===== config.mk =====
export PLATFORM = sky130hd
export DESIGN_NAME = id_stage
export DESIGN_NICKNAME = d
export VERILOG_FILES = /design/src/rtl/rv_pkg.sv /design/src/rtl/id_predecode.sv /design/src/rtl/id_stage.sv
export SDC_FILE = /design/constraint.sdc
export NUM_CORES = 1
export LEC_CHECK = 0
export CORE_UTILIZATION = 37
export CTS_CLUSTER_DIAMETER = 150
export DETAILED_ROUTE_END_ITERATION = 6
export PLACE_DENSITY = 0.65
export SYNTH_ARGS = -nofsm -noshare
export SYNTH_HDL_FRONTEND = slang
export SYNTH_HIERARCHICAL = 1
export SYNTH_SLANG_ARGS = --single-unit

===== constraint.sdc =====
create_clock -name clk -period 2.2 [get_ports clk]
set_input_delay 0.66 -clock clk [delete_from_list [all_inputs] [get_ports clk]]
set_output_delay 0.66 -clock clk [all_outputs]
set_load 0.01 [all_outputs]

===== src/rtl/rv_pkg.sv =====
// Shared RV32I definitions: opcodes, immediate-type selects and the
// decoded instruction entry held by the ID stage.
package rv_pkg;

  localparam int XLEN = 32;

  // Major opcodes (instr[6:0]) recognised by RV32I.
  localparam logic [6:0] OPC_LOAD   = 7'b0000011;
  localparam logic [6:0] OPC_FENCE  = 7'b0001111;
  localparam logic [6:0] OPC_OP_IMM = 7'b0010011;
  localparam logic [6:0] OPC_AUIPC  = 7'b0010111;
  localparam logic [6:0] OPC_STORE  = 7'b0100011;
  localparam logic [6:0] OPC_OP     = 7'b0110011;
  localparam logic [6:0] OPC_LUI    = 7'b0110111;
  localparam logic [6:0] OPC_BRANCH = 7'b1100011;
  localparam logic [6:0] OPC_JALR   = 7'b1100111;
  localparam logic [6:0] OPC_JAL    = 7'b1101111;
  localparam logic [6:0] OPC_SYSTEM = 7'b1110011;

  // Immediate-type select, consumed by the immediate generator.
  localparam logic [2:0] IMM_I    = 3'b000;
  localparam logic [2:0] IMM_S    = 3'b001;
  localparam logic [2:0] IMM_B    = 3'b010;
  localparam logic [2:0] IMM_U    = 3'b011;
  localparam logic [2:0] IMM_J    = 3'b100;
  localparam logic [2:0] IMM_NONE = 3'b111;

  // One buffered instruction with its pre-decoded attributes.
  typedef struct packed {
    logic [XLEN-1:0] pc;
    logic [31:0]     instr;
    logic [2:0]      imm_sel;
    logic            illegal;
  } entry_t;

  localparam entry_t ENTRY_RST = '{pc: '0, instr: '0, imm_sel: IMM_NONE, illegal: 1'b0};

endpackage


===== src/rtl/id_predecode.sv =====
// Opcode pre-decode: maps a raw instruction to its immediate-type select
// and flags anything that is not an RV32I encoding.
module id_predecode
  import rv_pkg::*;
(
  input  logic [31:0] instr,
  output logic [2:0]  imm_sel,
  output logic        illegal
);

  // Classify the opcode; compressed/reserved low bits are always illegal.
  always_comb begin
    // NOTE: every output gets a default before the case so no path leaves it unassigned (no latch).
    imm_sel = IMM_NONE;
    illegal = 1'b0;
    if (instr[1:0] != 2'b11) begin
      illegal = 1'b1;
    end else begin
      unique case (instr[6:0])
        OPC_LOAD, OPC_OP_IMM, OPC_JALR, OPC_FENCE, OPC_SYSTEM: imm_sel = IMM_I;
        OPC_STORE:           imm_sel = IMM_S;
        OPC_BRANCH:          imm_sel = IMM_B;
        OPC_LUI, OPC_AUIPC:  imm_sel = IMM_U;
        OPC_JAL:             imm_sel = IMM_J;
        OPC_OP:              imm_sel = IMM_NONE;
        default:             illegal = 1'b1;
      endcase
    end
  end

endmodule


===== src/rtl/id_stage.sv =====
// IF/ID pipeline stage: two-entry skid buffer (head + skid) holding
// pre-decoded instructions. All outputs come from the head register and
// in_ready is itself a register, so no combinational path crosses the stage.
module id_stage
  import rv_pkg::*;
#(
  parameter int XLEN = rv_pkg::XLEN
) (
  input  logic            clk,
  input  logic            rst,
  input  logic            flush,
  input  logic            in_valid,
  output logic            in_ready,
  input  logic [31:0]     in_instr,
  input  logic [XLEN-1:0] in_pc,
  output logic            out_valid,
  input  logic            out_ready,
  output logic [XLEN-1:0] out_pc,
  output logic [31:0]     out_instr,
  output logic [4:0]      out_rd,
  output logic [4:0]      out_rs1,
  output logic [4:0]      out_rs2,
  output logic [2:0]      out_funct3,
  output logic [6:0]      out_funct7,
  output logic [24:0]     out_imm_field,
  output logic [2:0]      out_imm_sel,
  output logic            out_illegal
);

  typedef enum logic [1:0] {EMPTY = 2'd0, ONE = 2'd1, TWO = 2'd2} state_t;

  state_t state, state_nxt;
  entry_t head, skid, in_entry;
  logic   in_fire, out_fire;
  logic [2:0] in_imm_sel;
  logic       in_illegal;

  id_predecode u_predecode (
    .instr   (in_instr),
    .imm_sel (in_imm_sel),
    .illegal (in_illegal)
  );

  assign in_entry = '{pc: in_pc, instr: in_instr, imm_sel: in_imm_sel, illegal: in_illegal};
  assign in_fire  = in_valid && in_ready;
  assign out_fire = out_valid && out_ready;

  // Occupancy state register.
  always_ff @(posedge clk) begin
    // NOTE: sequential state uses non-blocking assignments so all registers update from pre-edge values.
    if (rst) state <= EMPTY;
    else     state <= state_nxt;
  end

  // Next occupancy from the transfers seen this cycle; flush wins over both.
  always_comb begin
    state_nxt = state;
    if (flush) begin
      state_nxt = EMPTY;
    end else begin
      unique case (state)
        EMPTY: if (in_fire) state_nxt = ONE;
        ONE: begin
          if (in_fire && !out_fire)      state_nxt = TWO;
          else if (!in_fire && out_fire) state_nxt = EMPTY;
        end
        TWO:     if (out_fire) state_nxt = ONE;
        default: state_nxt = EMPTY;
      endcase
    end
  end

  // in_ready is registered from the next state so it never depends on out_ready combinationally.
  always_ff @(posedge clk) begin
    if (rst) in_ready <= 1'b0;
    else     in_ready <= (state_nxt != TWO);
  end

  // Head/skid data movement; contents are don't-care once flushed.
  always_ff @(posedge clk) begin
    // NOTE: the two entry registers are reset so the idle outputs are a defined, harmless decode.
    if (rst) begin
      head <= ENTRY_RST;
      skid <= ENTRY_RST;
    end else if (!flush) begin
      unique case (state)
        EMPTY: if (in_fire) head <= in_entry;
        ONE: begin
          if (in_fire && out_fire) head <= in_entry;
          else if (in_fire)        skid <= in_entry;
        end
        TWO:     if (out_fire) head <= skid;
        default: ;
      endcase
    end
  end

  // Output decode: valid from occupancy, fields sliced from the head entry.
  always_comb begin
    out_valid     = (state != EMPTY);
    out_pc        = head.pc;
    out_instr     = head.instr;
    out_rd        = head.instr[11:7];
    out_rs1       = head.instr[19:15];
    out_rs2       = head.instr[24:20];
    out_funct3    = head.instr[14:12];
    out_funct7    = head.instr[31:25];
    out_imm_field = head.instr[31:7];
    out_imm_sel   = head.imm_sel;
    out_illegal   = head.illegal;
  end

endmodule


==> After elaboration in Yosys (flattened, before gate mapping) <==
Cells that the tools add are included.
{ "word_totals": {"output_inout_bits": 120, "input_bits": 69, "elab_cells": 59, "reg_bits": 139} }
{ "classes": {"eq_ne": 18, "n_mux": 14, "bitwise": 2, "reduce_logical": 15} }
{ "op_table": {"columns": ["cell", "count"], "rows": [
  ["$mux 68", 3],
  ["$pmux 68 s3", 1],
  ["$eq 7x7->1 const B", 4],
  ["$eq 7x6->1 const B", 3],
  ["$pmux 3 s5", 1],
  ["$eq 7x5->1 const B", 2],
  ["$reduce_or 11->1", 1],
  ["$mux 2", 5],
  ["$ne 2x2->1 const B", 5],
  ["$eq 7x2->1 const B", 1],
  ["$eq 7x4->1 const B", 1],
  ["$pmux 2 s3", 1],
  ["$logic_and 1x1->1", 5],
  ["$reduce_and 5->1", 1],
  ["$reduce_or 5->1", 1],
  ["$reduce_and 4->1", 1],
  ["$mux 3", 1],
  ["$reduce_bool 3->1", 1],
  ["$eq 2x1->1 const B", 1],
  ["$eq 2x2->1 const B", 1],
  ["$logic_not 1->1", 2],
  ["$logic_not 2->1", 1],
  ["$mux 1", 2],
  ["$not 1->1", 2],
  ["2 further kinds", 2]
]} }

==> Longest topological paths before layout <==
Gate-level depths: netlist of the first run.
{ "depth": {"word_depth": 8, "ltp_mapped": 8} }

==> Cells and area by module <==
The synthesis of the first run kept the hierarchy.
{ "by_module_without_submodules": {"columns": ["module", "area_per_inst_um2", "instances", "cells_per_inst", "seq_area_each_um2"], "rows": [
  ["id_stage", 6070.8, 1, 672, 2782.7],
  ["id_predecode", 171.4, 1, 29, 0.0]
]} }

==> Worst setup path before layout of the first run <==
No wires, ideal clock.
{ "synth_timing": {"kind": "input port to flip-flop", "startpoint": "input in_instr[6]", "endpoint": "register head (netlist bit out_imm_sel[2])", "path_slack_ns": 0.285, "cell_stages": 8, "n_path_buf": 1, "arrival_ns": 1.795, "cell_sequence": "buf_6 inv_2 maj3_2 o311ai_1 nand3_1 mux2_2 nor2_1 a21oi_1"} }
{ "synth_between": {"elab_chain_cells": 6, "word_cells_on_any_way": 17, "cone_classes": "10 x eq/ne; 5 x mux; 2 x reduce/logical"} }
{ "synth_rtl": {"columns": ["element", "line_no", "text"], "rows": [
  ["start, declared", "id_stage.sv:14", "input logic [31:0] in_instr,"],
  ["$eq 7x2->1 (tied with other cells)", "id_predecode.sv:19", "unique case (instr[6:0])"],
  ["$reduce_or 5->1 or $reduce_or 2->1 (tied branches)", null, null],
  ["$pmux 3 s5 *", "id_predecode.sv:19", null],
  ["$mux 3 *", "id_predecode.sv:16", "if (instr[1:0] != 2'b11) begin"],
  ["net in_imm_sel[2]", "id_stage.sv:35", "logic [2:0] in_imm_sel;"],
  ["$mux 68, on equally long branches", "id_stage.sv:89, id_stage.sv:87", null],
  ["$pmux 68 s3 *", "id_stage.sv:86", "unique case (state)"],
  ["end signal, assigned", "id_stage.sv:87", "EMPTY: if (in_fire) head <= in_entry;"],
  ["end signal, assigned", "id_stage.sv:89", "if (in_fire && out_fire) head <= in_entry;"],
  ["end signal, assigned", "id_stage.sv:92", "TWO: if (out_fire) head <= skid;"],
  ["end, declared", "id_stage.sv:33", "entry_t head, skid, in_entry;"]
]} }
The timed path passes the listed nets; every way through them passes the cells marked *. The select of a mux whose other input is x is not followed.
A chain may end at the register's enable or synchronous reset.

==> Worst setup path after layout of the first run <==
{ "layout_timing": {"startpoint": "input in_instr[2]", "endpoint": "register head (netlist bit out_imm_sel[1])"} }
The elaborated chain is that of the path after synthesis.

==> impl_metrics.csv, run 1 <==
group,metric,value,unit
final_layout,final_layout_size_suffix_gt1_share,13.6,%
floorplanning,start_util,37.8,%
route,route.met3.wl,857,µm
synthesis,synth-edff-count,0,
synthesis,ys_seq_area_share,44.6,%
timing,setup_viol,0,
worst_setup_path,start_kind,"input pin",
power_and_ir_drop,ir_worst_vdd,0.000545,V
worst_setup_path,slowest_delay,630,ps
synthesis,synth_fp_nets,770,
clock_network,htreeDepth,4,
synthesis,ys_async_sr_fraction,0,%
worst_setup_path,crit_chain,"clkdlybuf4s50_1 -> nor2b_4 -> a21oi_1 -> o211ai_1 -> nand3_1 -> mux2_2 -> nor2_1 -> a21oi_1",
final_layout,layout_common_cells,"clkdlybuf4s50_1 (186), nand2_1 (140), dfxtp_1 (138)",
placed_design,dp_hpwl,9850,µm
global_routing,antenna_found_initial,0,
synthesis,synth_flop_cell,"dfxtp_1",
route,drt_wl_total,14800,µm
timing,min_period,2100,ps
final_layout,syn_to_final_growth,40.8,%
placed_design,gp_congestion,0.752,
route,dr_wl_met2,6970,µm
final_layout,multi_input_area,2830,µm²
clock_network,clock_path_buffers,2,
global_routing,grt.total_usage,17.5,%
worst_setup_path,cp_common_cell,"a21oi_1",
clock_network,cts-root-buf,"clkbuf_16",
clock_network,cts.sinks,139,
floorplanning,dieWidth,132,µm
final_layout,regArea,2780,µm²
floorplanning,placementRows,47,
placed_design,io_buffers,188,
timing,clock_skew,6.20,ps
status,outcome,"finished clean",
worst_setup_path,crit_required,2500,ps
synthesis,synth_area,6240,µm²
worst_setup_path,critPathBufInv,1,
route,firstDrtPassIters,4,
worst_setup_path,endpoint_kind,"flip-flop",
route,vias,5192,
final_layout,stdcell_count,1073,
final_layout,mostFrequentLayoutCell,"clkdlybuf4s50_1",
clock_network,insertion_delay,420,ps
timing,finalHoldViolations,0,
floorplanning,die_area,17400,µm²
clock_network,clkTransAtPathRegs,50,ps
synthesis,synth_cells,701,
route,drt_iter0_markers,218,
route,ant_nets,0,
flow_run,drv_cap,0,
timing,rsz0062_at_grt,"no",
global_routing,overflow,0,
floorplanning,ios,189,
timing,slew_headroom,62.4,%
power_and_ir_drop,power.leakage,3.47,nW
timing,tightest_slew,563,ps
route,vias_per_cell,4.84,
clock_network,cts_buffers,17,
global_routing,grt_pass1_vias,4872,
route,m1WireLength,6840,µm
timing,maxSlewViolCount,0,
power_and_ir_drop,p_per_area,722,nW/µm²
route,wire_per_inst,13.8,µm
final_layout,diodes,0,
timing,fin_hold_ws,451,ps
synthesis,yosysWarnings,6,
floorplanning,core,16500,µm²
worst_setup_path,cp_top_family,"buffers and inverters",
global_routing,grt_pass1_wl,24400,µm
worst_setup_path,worst_path_max_delay_cell,"clkdlybuf4s50_1",
floorplanning,die_y,132,µm
final_layout,n_fill_cell,1517,
clock_network,tritoncts,"yes",
synthesis,syn_avg_cell_area,8.90,µm²
hold_path,worstHoldPathType,"reg2reg",
route,highest_layer,"met4",
timing,period_share,95.4,%
final_layout,nNetsFinal,910,
route,drc,0,
worst_setup_path,cp_max_fo,7,
worst_setup_path,critPathArrivalTime,2400,ps
placed_design,numPlacedInstances,1042,
synthesis,synth-seq-cells,139,
clock_network,post_cts_buffers,0,
timing,clock.fmax,476,MHz
synthesis,synth_cell_type_count,40,
global_routing,grt_max_degree,50,
worst_setup_path,path_class,"in2reg",
[worst register-to-register path: cells and delay by family (launching register included)]
| kind | cells | cell delay (ps) |
|---|---|---|
| buf+inv | 1 | 270 |
| simple gates | 1 | 550 |
| mux | 1 | 260 |
| flops | 1 | 450 |
| compound gates | 1 | 90 |
[per-layer routing]
layer / GRT usage, % / vias to the layer above
li1: - / 2631
met1: 21.9 / 2421
met2: 28.5 / 126
met3: 5.61 / 14
met4: 6.01 / 0
met5: 0 / -
[logic make-up (layout without fill, tap and decap cells)]
family,count (synthesis),after routing,synth area share (%)
simple gates,238,238,15.7
compound gates,148,148,17.9
flops,139,139,44.6
buf+inv,107,259,10.7
mux,68,68,11.0
fa+ha+maj,1,1,0.180
[cells in the mapped netlist (2+ instances only)]
library cell | count | share of area [%]
clkbuf_1 | 23 | 1.4
mux2_2 | 3 | 0.54
nor2_1 | 74 | 4.4
a211oi_1 | 28 | 3.4
buf_4 | 55 | 6.6
nor3_1 | 3 | 0.24
a32oi_1 | 2 | 0.28
nand2_1 | 140 | 8.4
nand3_1 | 6 | 0.48
dfxtp_1 | 139 | 45
a211oi_2 | 37 | 7.4
buf_2 | 22 | 1.8
nand3b_1 | 5 | 0.60
a21oi_1 | 71 | 5.7
buf_6 | 4 | 0.72
mux2i_1 | 65 | 10
[through the flow]
| stage | total power [mW] | instance area [µm²] | setup TNS (ps) | setup WS [ps] | util [%] |
|---|---|---|---|---|---|
| final | 6.35 | 8790 | 0 | 100 | 53.2 |
| after detailed placement | 3.64 | 8220 | -22560 | -366 | 49.7 |
| after CTS | 6.43 | 8780 | 0 | 22.7 | 53.1 |
| after floorplan | 3.17 | 6240 | 0 | 285 | - |
| after global placement | 3.63 | 8220 | -22030 | -340 | 49.7 |
| after global routing | 6.63 | 8790 | 0 | 2.38 | 53.2 |
[layout make-up]
| class | count | area share, % |
|---|---|---|
| Clock inverter | 7 | 1.04 |
| Clock buffer | 24 | 5.37 |
| Multi-Input combinational cell | 455 | 32.2 |
| Timing Repair Buffer | 226 | 26.5 |
| Sequential cell | 139 | 31.7 |
| Inverter | 2 | 0.0854 |
| Tap cell | 220 | 3.13 |
[power by group]
part / leakage [nW] / internal (mW) / switching [mW] / total, mW
Sequential: 1.13 / 2.61 / 0.0642 / 2.67
Combinational: 2.07 / 0.516 / 0.389 / 0.906
Clock: 0.274 / 1.72 / 1.05 / 2.77
[worst paths after layout]
path,endpoint,startpoint,depth (start not counted),slack [ps]
setup / recovery,out_imm_sel[1]$_SDFFE_PP1P_,in_instr[2],8,100
hold / removal,skid[36]$_SDFFE_PP0P_,skid[36]$_SDFFE_PP0P_,2,450
hold reg to reg,skid[36]$_SDFFE_PP0P_,skid[36]$_SDFFE_PP0P_,2,450
setup reg to reg,out_pc[21]$_SDFFE_PP0P_,state[0]$_SDFF_PP0_,4,470
[flip-flops by register name, indices dropped and copies added, names as in the netlist]
signal	flops
out_illegal	1
state	2
in_ready	1
out_instr	32
out_imm_sel	3
skid	68
out_pc	32
[what timing repair did]
item	in CTS	in global routing
hold buffers	0	0
setup endpoints to repair	1	3
endpoints found under the hold margin	0	0
resized for setup	1	3
Note: power is estimated with default switching activity, not from simulation.
==> run 2: changes to the inputs <==
--- a/config.mk
+++ b/config.mk
@@ -5,10 +5,12 @@
 export SDC_FILE = /design/constraint.sdc
 export NUM_CORES = 1
 export LEC_CHECK = 0
+export CAP_MARGIN = 20
 export CORE_UTILIZATION = 37
 export CTS_CLUSTER_DIAMETER = 150
 export DETAILED_ROUTE_END_ITERATION = 6
 export PLACE_DENSITY = 0.65
+export SKIP_CTS_REPAIR_TIMING = 1
 export SYNTH_ARGS = -nofsm -noshare
 export SYNTH_HDL_FRONTEND = slang
 export SYNTH_HIERARCHICAL = 1
==> run 2 against run 1 <==
Against the previous run: maximum frequency unchanged; critical path type unchanged; power about the same; via count unchanged; design area about the same; clock skew unchanged; global-route usage unchanged; core utilization about the same; combinational power about the same; setup slack unchanged.
==> impl_metrics.csv, run 2 (synthesized netlist as in run 1, its figures left out) <==
group,metric,value,unit
placed_design,gp_congestion,0.752,
global_routing,antenna_found_initial,0,
timing,fin_hold_ws,451,ps
worst_setup_path,cp_max_fo,7,
clock_network,clkTransAtPathRegs,50,ps
final_layout,nNetsFinal,910,
floorplanning,dieWidth,132,µm
route,drt_iter0_markers,218,
worst_setup_path,start_kind,"input pin",
clock_network,htreeDepth,4,
timing,maxSlewViolCount,0,
route,firstDrtPassIters,4,
floorplanning,start_util,37.8,%
global_routing,overflow,0,
worst_setup_path,crit_required,2500,ps
final_layout,top_register,"skid",
placed_design,dp_hpwl,9850,µm
hold_path,hold_depth,2,
global_routing,grt_pass1_wl,24400,µm
placed_design,io_buffers,188,
route,ant_nets,0,
timing,tightest_slew,563,ps
hold_path,hp-start,"skid[36]$_SDFFE_PP0P_",
route,drt_wl_total,14900,µm
global_routing,grt_max_degree,50,
floorplanning,placementRows,47,
timing,rsz0062_at_grt,"no",
worst_setup_path,r2r-start,"state[0]$_SDFF_PP0_",
power_and_ir_drop,ir_worst_vdd,0.000545,V
global_routing,grt.total_usage,17.5,%
final_layout,fin_util,53.2,%
route,vias_per_cell,4.84,
clock_network,insertion_delay,420,ps
final_layout,largest_reg_flops,68,
floorplanning,die_area,17400,µm²
worst_setup_path,critPathBufInv,1,
worst_setup_path,critPathArrivalTime,2400,ps
final_layout,layout_common_cells,"clkdlybuf4s50_1 (186), nand2_1 (140), dfxtp_1 (137)",
floorplanning,core,16500,µm²
floorplanning,die_y,132,µm
timing,clock.fmax,476,MHz
worst_setup_path,endpoint_kind,"flip-flop",
final_layout,diodes,0,
route,wire_per_inst,13.8,µm
worst_setup_path,ff2ff_path_depth,4,
timing,min_period,2100,ps
status,outcome,"finished clean",
clock_network,cts_buffers,17,
final_layout,stdcell_count,1073,
final_layout,fin_area,8790,µm²
clock_network,clock_path_buffers,2,
clock_network,cts-root-buf,"clkbuf_16",
worst_setup_path,ff2ff_setup_slack,470,ps
hold_path,worstHoldPathType,"reg2reg",
worst_setup_path,worst_path_max_delay_cell,"clkdlybuf4s50_1",
final_layout,mostFrequentLayoutCell,"clkdlybuf4s50_1",
final_layout,final_layout_size_suffix_gt1_share,13.7,%
placed_design,numPlacedInstances,1042,
timing,period_share,95.4,%
power_and_ir_drop,power.leakage,3.49,nW
timing,setup_viol,0,
placed_design,dp_worst_setup_slack,-366,ps
global_routing,grt_pass1_vias,4872,
clock_network,cts.sinks,139,
route,vias,5192,
clock_network,tritoncts,"yes",
floorplanning,ios,189,
timing,finalHoldViolations,0,
final_layout,syn_to_final_growth,40.8,%
timing,slew_headroom,62.5,%
worst_setup_path,crit_chain,"clkdlybuf4s50_1 -> nor2b_4 -> a21oi_1 -> o211ai_1 -> nand3_1 -> mux2_2 -> nor2_1 -> a21oi_1",
hold_path,hold-path-endpoint,"skid[36]$_SDFFE_PP0P_",
worst_setup_path,slowest_delay,630,ps
timing,setup_slack,100,ps
worst_setup_path,reg2reg_to,"out_pc[21]$_SDFFE_PP0P_",
worst_setup_path,path_class,"in2reg",
worst_setup_path,cp_top_family,"buffers and inverters",
worst_setup_path,cp_common_cell,"a21oi_1",
placed_design,post_dp_cell_area,8220,µm²
power_and_ir_drop,p_per_area,722,nW/µm²
timing,clock_skew,6.20,ps
flow_run,drv_cap,0,
route,drc,0,
-- run 2: cell count changes in the layout (fill, tap and decap cells not counted), sizes merged --
cell / delta
dlygate4sd2: -1
dlymetal6s2s: +1
-- run 2: metrics by stage --
stage               power, mW  TNS [ps]
floorplan                3.17         0
global placement         3.63    -22030
detailed placement       3.64    -22560
CTS                      6.43     -77.0
global route             6.63         0
finish                   6.35         0
-- run 2: per-layer routing --
layer | global-route usage, % | wire length (µm) | share of wire [%] | up-vias
met5 | 0 | 0 | 0 | -
met4 | 6.01 | 185 | 1.2 | 0
met3 | 5.61 | 857 | 5.8 | 14
met2 | 28.5 | 6970 | 47 | 126
met1 | 21.9 | 6840 | 46 | 2421
li1 | - | - | - | 2631
-- run 2: where the power goes --
group          internal [mW]  switching [mW]
Clock                   1.72            1.05
Sequential              2.61          0.0642
Combinational          0.517           0.389
-- run 2: worst reg2reg max path: stages, from the launching register on --
cell and delay (ps):
dfxtp_1 450, nand2b_4 550, buf_12 270, mux2i_1 260
a211oi_2 90
-- run 2: cell type report --
type | instances | area, µm²
tap | 220 | 275
inverter | 2 | 7.51
fill | 1515 | 7730
multi-input combinational | 455 | 2830
sequential | 139 | 2790
clock buffer | 24 | 472
timing repair buffer | 226 | 2330
clock inverter | 7 | 91.3
-- run 2: how the worst max path moves through the flow --
stage	startpoint	end	slack, ps	cells after the start
floorplan	in_instr[6]	out_imm_sel[2]$_SDFFE_PP1P_	280	8
global route	in_instr[2]	out_imm_sel[0]$_SDFFE_PP1P_	2	8
finish	in_instr[2]	out_imm_sel[1]$_SDFFE_PP1P_	100	8
global placement	in_instr[2]	out_imm_sel[1]$_SDFFE_PP1P_	-340	8
CTS	state[0]$_SDFF_PP0_	out_valid	-80	2
detailed placement	in_instr[2]	out_imm_sel[1]$_SDFFE_PP1P_	-370	8
